File: config.mk
export PLATFORM = sky130hd
export DESIGN_NAME = uart_tx
export DESIGN_NICKNAME = d
export VERILOG_FILES = /design/src/rtl/uart_tx.sv
export SDC_FILE = /design/constraint.sdc
export NUM_CORES = 1
export LEC_CHECK = 0
export CORE_UTILIZATION = 55
export CTS_CLUSTER_DIAMETER = 40
export CTS_CLUSTER_SIZE = 12
export DETAILED_ROUTE_END_ITERATION = 10
export PLACE_DENSITY = 0.79
export SLEW_MARGIN = 10
export SYNTH_ARGS = -nofsm -noshare
export SYNTH_HDL_FRONTEND = slang
export SYNTH_SLANG_ARGS = --single-unit
File: constraint.sdc
create_clock -name clk -period 2.5 [get_ports clk]
set_input_delay 0.375 -clock clk [delete_from_list [all_inputs] [get_ports clk]]
set_output_delay 0.375 -clock clk [all_outputs]
set_load 0.005 [all_outputs]
File: src/rtl/uart_tx.sv
// uart_tx: 8-bit UART transmitter, LSB first, optional even parity, one-entry holding buffer.
// Each line bit lasts clks_per_bit+1 clocks; clks_per_bit is latched when a frame starts.
module uart_tx #(
  parameter int unsigned PARITY_EN = 1
) (
  input  logic       clk,
  input  logic       rst,
  input  logic [9:0] clks_per_bit,
  input  logic [7:0] data_in,
  input  logic       tx_valid,
  output logic       tx_ready,
  output logic       TX,
  output logic       busy,
  output logic       tx_done
);

  typedef enum logic [2:0] {
    IDLE   = 3'd0,
    START  = 3'd1,
    DATA   = 3'd2,
    PARITY = 3'd3,
    STOP   = 3'd4
  } state_t;

  state_t     state_q, state_d;
  logic [9:0] cnt_q, cnt_d;
  logic [9:0] cpb_q, cpb_d;
  logic [2:0] idx_q, idx_d;
  logic [7:0] shift_q, shift_d;
  logic       par_q, par_d;
  logic [7:0] buf_q, buf_d;
  logic       buf_full_q, buf_full_d;
  logic       ready_q;
  logic       tx_q, tx_d;

  logic       bit_end;
  logic       accept;
  logic       load;

  assign bit_end = (cnt_q == cpb_q);
  assign accept  = tx_valid && ready_q;

  // Next-state and datapath; a frame is (re)loaded from the buffer in IDLE or at the end of STOP.
  always_comb begin
    state_d = state_q;
    cpb_d   = cpb_q;
    idx_d   = idx_q;
    shift_d = shift_q;
    par_d   = par_q;
    load    = 1'b0;

    case (state_q)
      IDLE: begin
        if (buf_full_q) begin
          load = 1'b1;
        end
      end
      START: begin
        if (bit_end) begin
          state_d = DATA;
          idx_d   = 3'd0;
        end
      end
      DATA: begin
        if (bit_end) begin
          shift_d = {1'b0, shift_q[7:1]};
          idx_d   = idx_q + 3'd1;
          if (idx_q == 3'd7) begin
            state_d = (PARITY_EN != 0) ? PARITY : STOP;
          end
        end
      end
      PARITY: begin
        if (bit_end) begin
          state_d = STOP;
        end
      end
      STOP: begin
        if (bit_end) begin
          if (buf_full_q) begin
            load = 1'b1;
          end else begin
            state_d = IDLE;
          end
        end
      end
      default: begin
        state_d = IDLE;
      end
    endcase

    cnt_d = ((state_q == IDLE) || bit_end) ? 10'd0 : cnt_q + 10'd1;

    if (load) begin
      state_d = START;
      cpb_d   = clks_per_bit;
      shift_d = buf_q;
      par_d   = ^buf_q;
      idx_d   = 3'd0;
    end

    // Line level is derived from the next state so TX itself comes straight off a flop.
    case (state_d)
      START:   tx_d = 1'b0;
      DATA:    tx_d = shift_d[0];
      PARITY:  tx_d = par_d;
      default: tx_d = 1'b1;
    endcase
  end

  always_comb begin
    buf_d      = buf_q;
    buf_full_d = buf_full_q;
    if (load) begin
      buf_full_d = 1'b0;
    end
    if (accept) begin
      buf_d      = data_in;
      buf_full_d = 1'b1;
    end
  end

  always_ff @(posedge clk) begin
    if (rst) begin
      state_q    <= IDLE;
      cnt_q      <= 10'd0;
      cpb_q      <= 10'd0;
      idx_q      <= 3'd0;
      shift_q    <= 8'd0;
      par_q      <= 1'b0;
      buf_q      <= 8'd0;
      buf_full_q <= 1'b0;
      ready_q    <= 1'b0;
      tx_q       <= 1'b1;
    end else begin
      state_q    <= state_d;
      cnt_q      <= cnt_d;
      cpb_q      <= cpb_d;
      idx_q      <= idx_d;
      shift_q    <= shift_d;
      par_q      <= par_d;
      buf_q      <= buf_d;
      buf_full_q <= buf_full_d;
      ready_q    <= ~buf_full_d;
      tx_q       <= tx_d;
    end
  end

  assign tx_ready = ready_q && !rst;
  assign TX       = tx_q;
  assign busy     = (state_q != IDLE) && !rst;
  assign tx_done  = (state_q == STOP) && bit_end && !rst;

endmodule

==> impl_metrics.csv <==
group,metric,value,unit
route,routed_wl,3910,um
die,coreArea,3720,um^2
timing,hold_violations,0,
die,pin_count,25,
synth,ys_seq_elements,46,
cts,cts_buffers,5,
route,wl_per_cell,12.5,um
global_route,antenna_found_initial,0,
global_route,overflow,0,
synth,synthesis.area,2160,um^2
synth,synth_area_per_cell,8.99,um^2
finish,drive_gt1_share,10.9,%
cts,hold_buffers,0,
route,antenna_left,0,
synth,synth_top_family_by_area,"simple AND/OR/NAND/NOR gates",
timing,rsz0062_at_grt,"no",
flow_run,drv_cap,0,
timing,finalCritPeriodShare,95.5,%
timing,setup_viol,0,
finish,fin_nets,289,
worst_setup_path,arrival,2.01,ns
timing,worst_pin_slew,0.653,ns
outcome,status,"complete, no violations",
route,drt_iter0_markers,115,
place,gp_congestion,0.844,
timing,final_max_slew_viol_count,0,
power_and_ir_drop,ir_drop,0.384,mV
worst_setup_path,crit_type,"reg -> out",
die,die_h,64.6,um
cts,cts_root_buf,"clkbuf_8",
global_route,grt_max_degree,32,
timing,slew_headroom,56.5,%
synth,ys_seq_area_share,42.7,%
die,initial_utilization,58.0,%
cts,clkTransAtPathRegs,0.08,ns
cts,cts_tree,"built",
timing,layout_setup_ws,0.113,ns
cts,clk_latency,0.29,ns
synth,synth_compound_area_share,13.1,%
die,die_area,4180,um^2
place,port_buffers,24,
place,dp_hpwl,2810,um
die,num_rows,22,
worst_setup_path,worstSetupEndpointType,"output port",
die,die_x,64.6,um
synth,synthAdderAreaFrac,1.74,%
synth,synthSimpleGateAreaFrac,24.4,%
global_route,grt_pass1_wl,6840,um
worst_hold_path,hold_depth,2,
worst_hold_path,min-delay-path-class,"reg -> reg",
timing,finClkSkew,0.00693,ns
place,pre_cts_slack,0.282,ns
route,dr.pass1.iters,4,
global_route,first_global_vias,1558,
finish,diodes,0,
route,num_vias,1663,
synth,syn_nets,264,
cts,cts.sinks,46,
synth,netlist_instances,240,
worst_setup_path,cp_data_required_time,2.12,ns
global_route,grt.total_usage,21.2,%
synth,synth_xor_area_share,10.6,%
cts,clockBufferDepth,2,
finish,area_delta_synth_final,16.8,%
timing,fmax,419,MHz
worst_setup_path,critPathLaunchType,"flip-flop",
power_and_ir_drop,p_total,1600,uW
finish,fin_util,67.8,%
power_and_ir_drop,power_leakage,0.000999,uW
synth,yosysWarningCount,0,
route,avgViaCountPerCell,5.30,
power_and_ir_drop,power_density,634,nW/um^2
worst_setup_path,ff2ff_path_depth,8,
synth,ys_types,36,
finish,final_area,2520,um^2
route,drc,0,
timing,final.setup.tns,0,ns
place,place_area,2400,um^2
synth,synthMuxAreaShare,4.00,%
cts,htree_levels,2,
timing,final.min_clock_period,2.39,ns
worst_setup_path,path_max_fanout,4,
## critical path, stage by stage, from the launching register on
cell	delay, ns
dfxtp_1	0.42
xor2_1	0.13
nor4_4	0.36
nand3_4	0.11
nor3_1	0.18
clkdlybuf4s50_1	0.52
## layer usage
| metal | wire length (um) | vias to the layer above | GRT usage, % |
|---|---|---|---|
| li1 | - | 856 | - |
| met1 | 2030 | 786 | 28.3 |
| met2 | 1750 | 13 | 33.7 |
| met3 | 73 | 8 | 3.70 |
| met4 | 62 | 0 | 8.89 |
| met5 | 0 | - | 0 |
## repair_timing
item                       in CTS  in global routing
buffers inserted                3                  0
resized for setup               0                  0
setup endpoints to repair       1                  0
## cell usage after synthesis
| master | instances | area (um^2) |
|---|---|---|
| inv_1 | 2 | 7.51 |
| nor4_4 | 2 | 42.5 |
| buf_6 | 3 | 33.8 |
| o21a_1 | 1 | 7.51 |
| nand2_1 | 53 | 199 |
| and3_1 | 4 | 25.0 |
| o22a_1 | 1 | 8.76 |
| nand2b_1 | 1 | 6.26 |
| a211o_1 | 1 | 8.76 |
| and2_1 | 7 | 43.8 |
| a21oi_1 | 20 | 100 |
| nor2b_1 | 3 | 18.8 |
| nand4_2 | 1 | 12.5 |
| or3_4 | 1 | 11.3 |
| a22oi_1 | 1 | 7.51 |
| mux2i_1 | 3 | 30.0 |
| nor2_1 | 25 | 93.8 |
| xnor2_1 | 11 | 96.3 |
| clkbuf_1 | 7 | 26.3 |
| a311oi_2 | 5 | 75.1 |
| dfxtp_1 | 46 | 921 |
| o211ai_1 | 1 | 7.51 |
| a32oi_1 | 1 | 8.76 |
| nor3_1 | 5 | 25.0 |
| mux2_2 | 3 | 33.8 |
| nand3_1 | 5 | 25.0 |
| nand4_1 | 1 | 6.26 |
| xor2_1 | 15 | 131 |
| a211oi_2 | 2 | 25.0 |
| o211a_1 | 1 | 10.0 |
| buf_4 | 1 | 7.51 |
| ha_1 | 3 | 37.5 |
| nand3_4 | 1 | 17.5 |
| a21oi_4 | 1 | 16.3 |
| a21o_1 | 1 | 7.51 |
| mux2i_4 | 1 | 22.5 |
## report_power, final
part           internal [uW]  switching (uW)
clock network            223             234
logic                    164             167
registers                775            33.8
## cell type report
cell class,instances,area [um^2]
inverter,2,7.51
clock inverter,1,5.00
sequential,46,921
timing repair buffer,29,278
tap,48,60.1
multi-input combinational,181,1160
clock buffer,7,86.3
fill,319,1200
## sequential cells by signal, summed over array words and instances, names as in the netlist, 3 cells and up
register / count
cnt_q: 10
buf_q: 8
state_q: 3
cpb_q: 10
shift_q: 8
idx_q: 3
## per-stage QoR
stage                     cells  hold slack (ns)
after CTS                   314            0.468
final                       314            0.468
after detailed placement    303            0.457
after global routing        314            0.481
after floorplan             240            0.444
after global placement      303            0.452
## final timing paths
path	start	endpoint	slack (ns)
max	cnt_q[3]$_SDFF_PP0_	tx_done	0.11
min	cpb_q[0]$_SDFFE_PP0P_	cpb_q[0]$_SDFFE_PP0P_	0.47
max reg2reg	cnt_q[3]$_SDFF_PP0_	cpb_q[7]$_SDFFE_PP0P_	0.30
min reg2reg	cpb_q[0]$_SDFFE_PP0P_	cpb_q[0]$_SDFFE_PP0P_	0.47
## cell usage in the layout, fill, tap and decap left out
cell / n
o211a_1: 1
and3_1: 4
dfxtp_1: 46
buf_4: 5
nor3_1: 5
nand4_1: 1
mux2_2: 3
or3_4: 1
nand3_4: 1
nor2b_1: 3
nor2_1: 25
mux2i_1: 3
xor2_1: 15
a211o_1: 1
a22oi_1: 1
o22a_1: 1
and2_1: 7
ha_1: 3
nand4_2: 1
a311oi_2: 5
inv_1: 2
a21oi_4: 1
a21o_1: 1
nand2_1: 53
a211oi_2: 2
xnor2_1: 11
nor4_4: 2
clkbuf_8: 6
mux2i_4: 1
clkdlybuf4s50_1: 24
a32oi_1: 1
nand3_1: 5
clkinv_2: 1
o211ai_1: 1
nand2b_1: 1
a21oi_1: 20
clkbuf_1: 1
o21a_1: 1
## cell families after synthesis
logic type,count (synthesis)
AO/OA/AOI/OAI,36
XOR/XNOR,26
AND/OR/NAND/NOR,109
buffers and inverters,13
adder cells (fa/ha/maj),3
flip-flops,46
multiplexers,7
No activity file was read; power rests on OpenSTA's default activity.
